### src/rtl/mem_wb_stage_pkg.sv
// Shared types and constants for the MEM/WB stage.
// Holds the FSM encoding and the MEM/WB register layout.
package mem_wb_stage_pkg;

    localparam int WORD_W        = 32;
    localparam int REG_IDX_W     = 4;
    localparam int DEF_ADDR_BASE = 1024;

    typedef enum logic {
        IDLE = 1'b0,
        BUSY = 1'b1
    } state_t;

    typedef struct packed {
        logic                 wb_en;
        logic [REG_IDX_W-1:0] dest;
        logic                 load;
        logic [WORD_W-1:0]    alu;
        logic [WORD_W-1:0]    rdata;
    } mem_wb_t;

endpackage

### src/rtl/mem_wb_stage_if.sv
// EX/MEM inputs and writeback outputs of the MEM/WB stage.
// MEM_ALIGN_CHECK_EN adds the sticky misalign flag.
interface mem_wb_stage_if;
    import mem_wb_stage_pkg::*;

    logic                 MEM_R_EN;
    logic                 MEM_W_EN;
    logic                 WB_EN_in;
    logic [REG_IDX_W-1:0] Dest_in;
    logic [WORD_W-1:0]    ALU_Res;
    logic [WORD_W-1:0]    Val_Rm;
    logic                 freeze;
    logic                 WB_EN;
    logic [REG_IDX_W-1:0] WB_Dest;
    logic [WORD_W-1:0]    WB_Res;
`ifdef MEM_ALIGN_CHECK_EN
    logic                 misalign;

    modport master (
        output MEM_R_EN, MEM_W_EN, WB_EN_in,
        output Dest_in, ALU_Res, Val_Rm,
        input  freeze, WB_EN, WB_Dest, WB_Res,
        input  misalign
    );

    modport slave (
        input  MEM_R_EN, MEM_W_EN, WB_EN_in,
        input  Dest_in, ALU_Res, Val_Rm,
        output freeze, WB_EN, WB_Dest, WB_Res,
        output misalign
    );
`else
    modport master (
        output MEM_R_EN, MEM_W_EN, WB_EN_in,
        output Dest_in, ALU_Res, Val_Rm,
        input  freeze, WB_EN, WB_Dest, WB_Res
    );

    modport slave (
        input  MEM_R_EN, MEM_W_EN, WB_EN_in,
        input  Dest_in, ALU_Res, Val_Rm,
        output freeze, WB_EN, WB_Dest, WB_Res
    );
`endif

endinterface

### src/rtl/mem_wb_stage_data_memory.sv
// Word-addressed data memory with range check.
// Combinational read, posedge write, cleared by reset.
module mem_wb_stage_data_memory
    import mem_wb_stage_pkg::*;
#(
    parameter int MEM_WORDS = 64,
    parameter int ADDR_BASE = DEF_ADDR_BASE
) (
    input  logic              clk,
    input  logic              rst,
    input  logic              we,
    input  logic [WORD_W-1:0] addr,
    input  logic [WORD_W-1:0] wdata,
    output logic [WORD_W-1:0] rdata,
    output logic              in_range
);

    localparam int IDX_W =
        (MEM_WORDS > 1) ? $clog2(MEM_WORDS) : 1;
    localparam logic [WORD_W-1:0] BASE =
        WORD_W'(ADDR_BASE);
    localparam logic [WORD_W-1:0] DEPTH =
        WORD_W'(MEM_WORDS);

    logic [WORD_W-1:0] mem [MEM_WORDS];
    logic [WORD_W-1:0] off;
    logic [WORD_W-1:0] idx;

    // Addresses below the base wrap to huge offsets and fail the check
    assign off      = addr - BASE;
    assign idx      = off >> 2;
    assign in_range = idx < DEPTH;
    assign rdata    = in_range ? mem[idx[IDX_W-1:0]] : '0;

    always_ff @(posedge clk or posedge rst) begin
        if (rst) begin
            for (int i = 0; i < MEM_WORDS; i++) begin
                mem[i] <= '0;
            end
        end else if (we && in_range) begin
            mem[idx[IDX_W-1:0]] <= wdata;
        end
    end

endmodule

### src/rtl/mem_wb_stage.sv
// Memory-access stage with wait-state FSM and MEM/WB register.
// MEM_ALIGN_CHECK_EN enables the sticky misalign flag.
module mem_wb_stage
    import mem_wb_stage_pkg::*;
#(
    parameter int MEM_WORDS   = 64,
    parameter int ADDR_BASE   = DEF_ADDR_BASE,
    parameter int WAIT_CYCLES = 1
) (
    input  logic           clk,
    input  logic           rst,
    mem_wb_stage_if.slave  bus
);

    localparam int CNT_W = $clog2(WAIT_CYCLES + 2);

    state_t            state;
    state_t            state_nxt;
    logic [CNT_W-1:0]  cnt;
    logic [CNT_W-1:0]  cnt_nxt;
    logic              access;
    logic              done;
    logic              stall;
    logic              ld;
    logic              aligned;
    logic              we;
    logic              in_range;
    logic [WORD_W-1:0] rdata;
    logic [WORD_W-1:0] ldata;
    mem_wb_t           wb;

    assign access = bus.MEM_R_EN | bus.MEM_W_EN;
    assign ld     = bus.MEM_R_EN & ~bus.MEM_W_EN;

`ifdef MEM_ALIGN_CHECK_EN
    assign aligned = (bus.ALU_Res[1:0] == 2'b00);
`else
    assign aligned = 1'b1;
`endif

    always_comb begin
        state_nxt = state;
        cnt_nxt   = cnt;
        done      = 1'b0;
        stall     = 1'b0;
        if (WAIT_CYCLES == 0) begin
            done = access;
        end else begin
            unique case (state)
                IDLE: begin
                    if (access) begin
                        state_nxt = BUSY;
                        cnt_nxt   = CNT_W'(WAIT_CYCLES - 1);
                        stall     = 1'b1;
                    end
                end
                BUSY: begin
                    if (cnt != '0) begin
                        cnt_nxt = cnt - 1'b1;
                        stall   = 1'b1;
                    end else begin
                        done      = 1'b1;
                        state_nxt = IDLE;
                    end
                end
                default: state_nxt = IDLE;
            endcase
        end
    end

    // Reset must drop the stall request without waiting for an edge
    assign bus.freeze = stall & ~rst;

    assign we    = done & bus.MEM_W_EN & aligned;
    assign ldata = aligned ? rdata : '0;

    mem_wb_stage_data_memory #(
        .MEM_WORDS (MEM_WORDS),
        .ADDR_BASE (ADDR_BASE)
    ) u_dmem (
        .clk      (clk),
        .rst      (rst),
        .we       (we),
        .addr     (bus.ALU_Res),
        .wdata    (bus.Val_Rm),
        .rdata    (rdata),
        .in_range (in_range)
    );

    always_ff @(posedge clk or posedge rst) begin
        if (rst) begin
            state <= IDLE;
            cnt   <= '0;
            wb    <= '0;
        end else begin
            state <= state_nxt;
            cnt   <= cnt_nxt;
            if (stall) begin
                wb <= '0;
            end else begin
                wb <= '{
                    wb_en: bus.WB_EN_in,
                    dest:  bus.Dest_in,
                    load:  ld,
                    alu:   bus.ALU_Res,
                    rdata: ldata
                };
            end
        end
    end

`ifdef MEM_ALIGN_CHECK_EN
    always_ff @(posedge clk or posedge rst) begin
        if (rst) begin
            bus.misalign <= 1'b0;
        end else if (done && !aligned) begin
            bus.misalign <= 1'b1;
        end
    end
`endif

    assign bus.WB_EN   = wb.wb_en;
    assign bus.WB_Dest = wb.dest;
    assign bus.WB_Res  = wb.load ? wb.rdata : wb.alu;

endmodule

### src/flat_wrapper.sv
// flat-port wrapper written by rule: the top's interface ports become plain ports
module mem_wb_stage_flat import mem_wb_stage_pkg::*;
#(
    parameter int MEM_WORDS   = 64,
    parameter int ADDR_BASE   = DEF_ADDR_BASE,
    parameter int WAIT_CYCLES = 1
)
  (clk, rst, bus_MEM_R_EN, bus_MEM_W_EN, bus_WB_EN_in, bus_Dest_in, bus_ALU_Res, bus_Val_Rm, bus_freeze, bus_WB_EN, bus_WB_Dest, bus_WB_Res);
  mem_wb_stage_if bus_i ();
  input  logic clk;
  input  logic rst;
  input wire logic [$bits(bus_i.MEM_R_EN)-1:0] bus_MEM_R_EN;
  input wire logic [$bits(bus_i.MEM_W_EN)-1:0] bus_MEM_W_EN;
  input wire logic [$bits(bus_i.WB_EN_in)-1:0] bus_WB_EN_in;
  input wire logic [$bits(bus_i.Dest_in)-1:0] bus_Dest_in;
  input wire logic [$bits(bus_i.ALU_Res)-1:0] bus_ALU_Res;
  input wire logic [$bits(bus_i.Val_Rm)-1:0] bus_Val_Rm;
  output wire logic [$bits(bus_i.freeze)-1:0] bus_freeze;
  output wire logic [$bits(bus_i.WB_EN)-1:0] bus_WB_EN;
  output wire logic [$bits(bus_i.WB_Dest)-1:0] bus_WB_Dest;
  output wire logic [$bits(bus_i.WB_Res)-1:0] bus_WB_Res;
  assign bus_i.MEM_R_EN = bus_MEM_R_EN;
  assign bus_i.MEM_W_EN = bus_MEM_W_EN;
  assign bus_i.WB_EN_in = bus_WB_EN_in;
  assign bus_i.Dest_in = bus_Dest_in;
  assign bus_i.ALU_Res = bus_ALU_Res;
  assign bus_i.Val_Rm = bus_Val_Rm;
  assign bus_freeze = bus_i.freeze;
  assign bus_WB_EN = bus_i.WB_EN;
  assign bus_WB_Dest = bus_i.WB_Dest;
  assign bus_WB_Res = bus_i.WB_Res;
  mem_wb_stage #(.MEM_WORDS(MEM_WORDS), .ADDR_BASE(ADDR_BASE), .WAIT_CYCLES(WAIT_CYCLES)) u_core (.clk(clk), .rst(rst), .bus(bus_i));
endmodule
### config.mk
export PLATFORM = sky130hd
export DESIGN_NAME = mem_wb_stage_flat
export DESIGN_NICKNAME = d
export VERILOG_FILES = /design/src/rtl/mem_wb_stage_pkg.sv /design/src/rtl/mem_wb_stage_if.sv /design/src/rtl/mem_wb_stage_data_memory.sv /design/src/rtl/mem_wb_stage.sv /design/src/flat_wrapper.sv
export SDC_FILE = /design/constraint.sdc
export NUM_CORES = 2
export LEC_CHECK = 0
export BUFFER_PORTS_ARGS = -buffer_cell sky130_fd_sc_hd__buf_2
export CAP_MARGIN = 40
export CORE_UTILIZATION = 50
export CTS_CLUSTER_SIZE = 10
export DETAILED_ROUTE_END_ITERATION = 10
export HOLD_SLACK_MARGIN = 0.15
export PLACE_DENSITY = 0.65
export SYNTH_ARGS = -nofsm -noshare
export SYNTH_HDL_FRONTEND = slang
export SYNTH_HIERARCHICAL = 1
export SYNTH_SLANG_ARGS = --single-unit
### constraint.sdc
create_clock -name clk -period 103 [get_ports clk]
set_input_delay 20.6 -clock clk [delete_from_list [all_inputs] [get_ports clk]]
set_output_delay 20.6 -clock clk [all_outputs]
set_load 0.02 [all_outputs]
==> out/qor.yml <==
grt_max_degree: 184
multiInputGateArea_sq_mm: 0.0405
gr-usage-all-layers: 0.322
area_delta_synth_final_pct: 9.65
max_freq_mhz: 23.5
via_count: 63800
fin_skew_ns: 0.0311
ys.flop_type: "dfrtp_1"
cts_resized: 0
required_ns: 82.40
vias_per_cell: 6.64
regArea_sq_mm: 0.0531
gp_congestion: 0.880
endpoint_kind: "output pin"
cts_tree: "yes"
synthDistinctLibCells: 81
drv_cap: 0
hold_violations: 0
wl_met3_mm: 31.6
dp_hpwl_mm: 182
synthesis.area_sq_mm: 0.0969
avgRoutedWirePerCell_um: 32.8
arrival_ns: 21.92
finalMaxSlewViolations: 0
num-fill-cells: 15600
power.leakage_uw: 0.0532
post_cts_buffers: 0
setup_violations: 0
ys_seq_elements: 2121
cts_sinks: 2121
path_max_fanout: 72
io_buffer_count: 110
rsz0062_at_grt: "no"
final_cells: 9609
start_kind: "primary input"
drtPass1Iterations: 7
yosysSeqAreaShare: 0.548
worst_slew_pin_slew_ns: 1.03
initial_utilization: 0.503
final_nets: 7114
powerDensity_mw_per_mm2: 16.1
synthArstFlopShare: 1.00
grt_pass1_wl_mm: 459
clk_pin_slew_worst_paths_ns: 0.06
tns_ns: 0
clkLatencyLatePin_ns: 0.88
maxSlewHeadroom: 0.311
drc_errors: 0
die-area_sq_mm: 0.195
drt_wl_total_mm: 315
numCtsBuffers: 232
ios: 111
clockBufferDepth: 3
postRouteAntennaNets: 0
grt_overflow: 0
hp-class: "flip-flop to flip-flop"
drt_iter0_drc: 6829
wl_met2_mm: 140
critPathKind: "primary input to output pin"
ys_warn_count: 6
num_rows: 161
syn_avg_cell_area_sq_um: 13.5
coreArea_sq_mm: 0.193
placed_cells: 9322
grt_antenna_before_repair: 22
timing.final.crit_share: 0.413
synth_edf_count: 0
status: "finished, final reports clean"
clockRootBuffer: "clkbuf_16"
synth_nets: 7234
final.min_clock_period_ns: 42.52
fp.dieW_um: 442
layout-drive-gt1-share: 0.367
die_h_um: 442
h-tree-depth: 4
peakVddDrop_v: 0.0000161
power_uw: 1710
utilization: 0.552
top_layer_used: "met5"
drt-met1-wl_mm: 131
netlist_instances: 7160
cts_hold_buf: 0
grt_pass1_vias: 64200
==> synthesized netlist by cell type (all sizes together), types with 23 or more instances <==
master,number,area (sq um)
a21oi,129,646
o21ai,127,636
dfrtp,2121,53100
o221ai,142,1240
mux2i,185,1850
nand3,46,375
nor3,32,415
nor2,112,420
o22ai,261,1630
buf,381,2130
nand2,607,2290
a221oi,23,201
a22oi,38,290
a21boi,71,578
mux2,2068,23300
mux4,192,4320
clkbuf,358,1340
==> registers in the layout, summed over array words and instances (netlist names) <==
signal	flops
u_core/u_dmem/mem	2048
u_core/wb	65
u_core/bus.WB_Dest	4
u_core/cnt	2
u_core/bus.WB_EN	1
u_core/state	1
==> final timing paths <==
kind | from | slack, ns | cells after the start | endpoint
max in group asynchronous | rst | 79.25 | 9 | u_core/u_dmem/mem[1258]$_DFFE_PP0P_
min reg2reg | u_core/u_dmem/mem[322]$_DFFE_PP0P_ | 0.46 | 2 | u_core/u_dmem/mem[322]$_DFFE_PP0P_
min | u_core/u_dmem/mem[322]$_DFFE_PP0P_ | 0.46 | 2 | u_core/u_dmem/mem[322]$_DFFE_PP0P_
max | bus_MEM_R_EN | 60.48 | 4 | bus_freeze
min in group asynchronous | rst | 19.66 | 2 | u_core/u_dmem/mem[325]$_DFFE_PP0P_
max reg2reg | u_core/cnt[0]$_DFFE_PP0P_ | 98.69 | 8 | u_core/u_dmem/mem[1843]$_DFFE_PP0P_
==> through the flow <==
stage                     area (sq um)  worst slack, ns  hold WS [ns]
after floorplan                  96900            24.55         0.433
after global placement           99200            60.49         0.449
after detailed placement         99900            60.48         0.450
after CTS                       106000            60.47         0.463
after global routing            106000            60.42         0.480
final                           106000            60.48         0.462
==> final cells by class <==
type                       instances  share of cell area
sequential                      2121               0.500
timing repair buffer             385              0.0296
antenna                           12            0.000283
clock inverter                    13             0.00199
multi-input combinational       4288               0.382
clock buffer                     252              0.0563
tap                             2526              0.0298
inverter                          12            0.000601
==> power breakdown <==
| group | internal (uW) | switching [uW] |
|---|---|---|
| clock network | 404 | 324 |
| registers | 839 | 1.59 |
| logic | 34.2 | 102 |
| total | 1280 | 428 |
==> worst max-delay path: stages <==
cell and delay (ns):
buf_2 0.11, or3_4 0.70, and3_1 0.33, buf_2 0.16
==> kinds of logic (layout without fill, tap and decap cells) <==
kind of cell             count (synthesis)  count (layout)  share of synthesized area
adder cells (fa/ha/maj)                  1               1                   0.000129
AND/OR/NAND/NOR                        891             891                     0.0429
buffers and inverters                  751             662                     0.0363
multiplexers                          2445            2445                      0.304
flip-flops                            2121            2121                      0.548
AO/OA/AOI/OAI                          951             951                     0.0685
other                                    0              12                          0
==> layer usage <==
layer,track usage,vias up
met4,0.121,6
met2,0.479,3080
met1,0.449,34200
met3,0.0887,701
li1,-,25800
met5,0,-
==> cell usage in the layout, fill, tap and decap left out, types with 26 or more instances in the layout <==
| cell type | Yosys | routed |
|---|---|---|
| dfrtp_1 | 2121 | 2121 |
| buf_4 | 92 | 215 |
| o22ai_1 | 261 | 261 |
| a22oi_1 | 37 | 37 |
| clkbuf_16 | 0 | 235 |
| buf_2 | 199 | 123 |
| nor3_4 | 20 | 26 |
| mux2i_1 | 185 | 185 |
| o21ai_0 | 127 | 127 |
| mux2_1 | 420 | 420 |
| nand2_1 | 606 | 600 |
| mux4_2 | 192 | 192 |
| nor2_1 | 112 | 110 |
| a21boi_1 | 57 | 57 |
| a21oi_1 | 129 | 129 |
| mux2_2 | 1647 | 1647 |
| o221ai_1 | 142 | 142 |
Note: power is estimated with default switching activity, not from simulation.
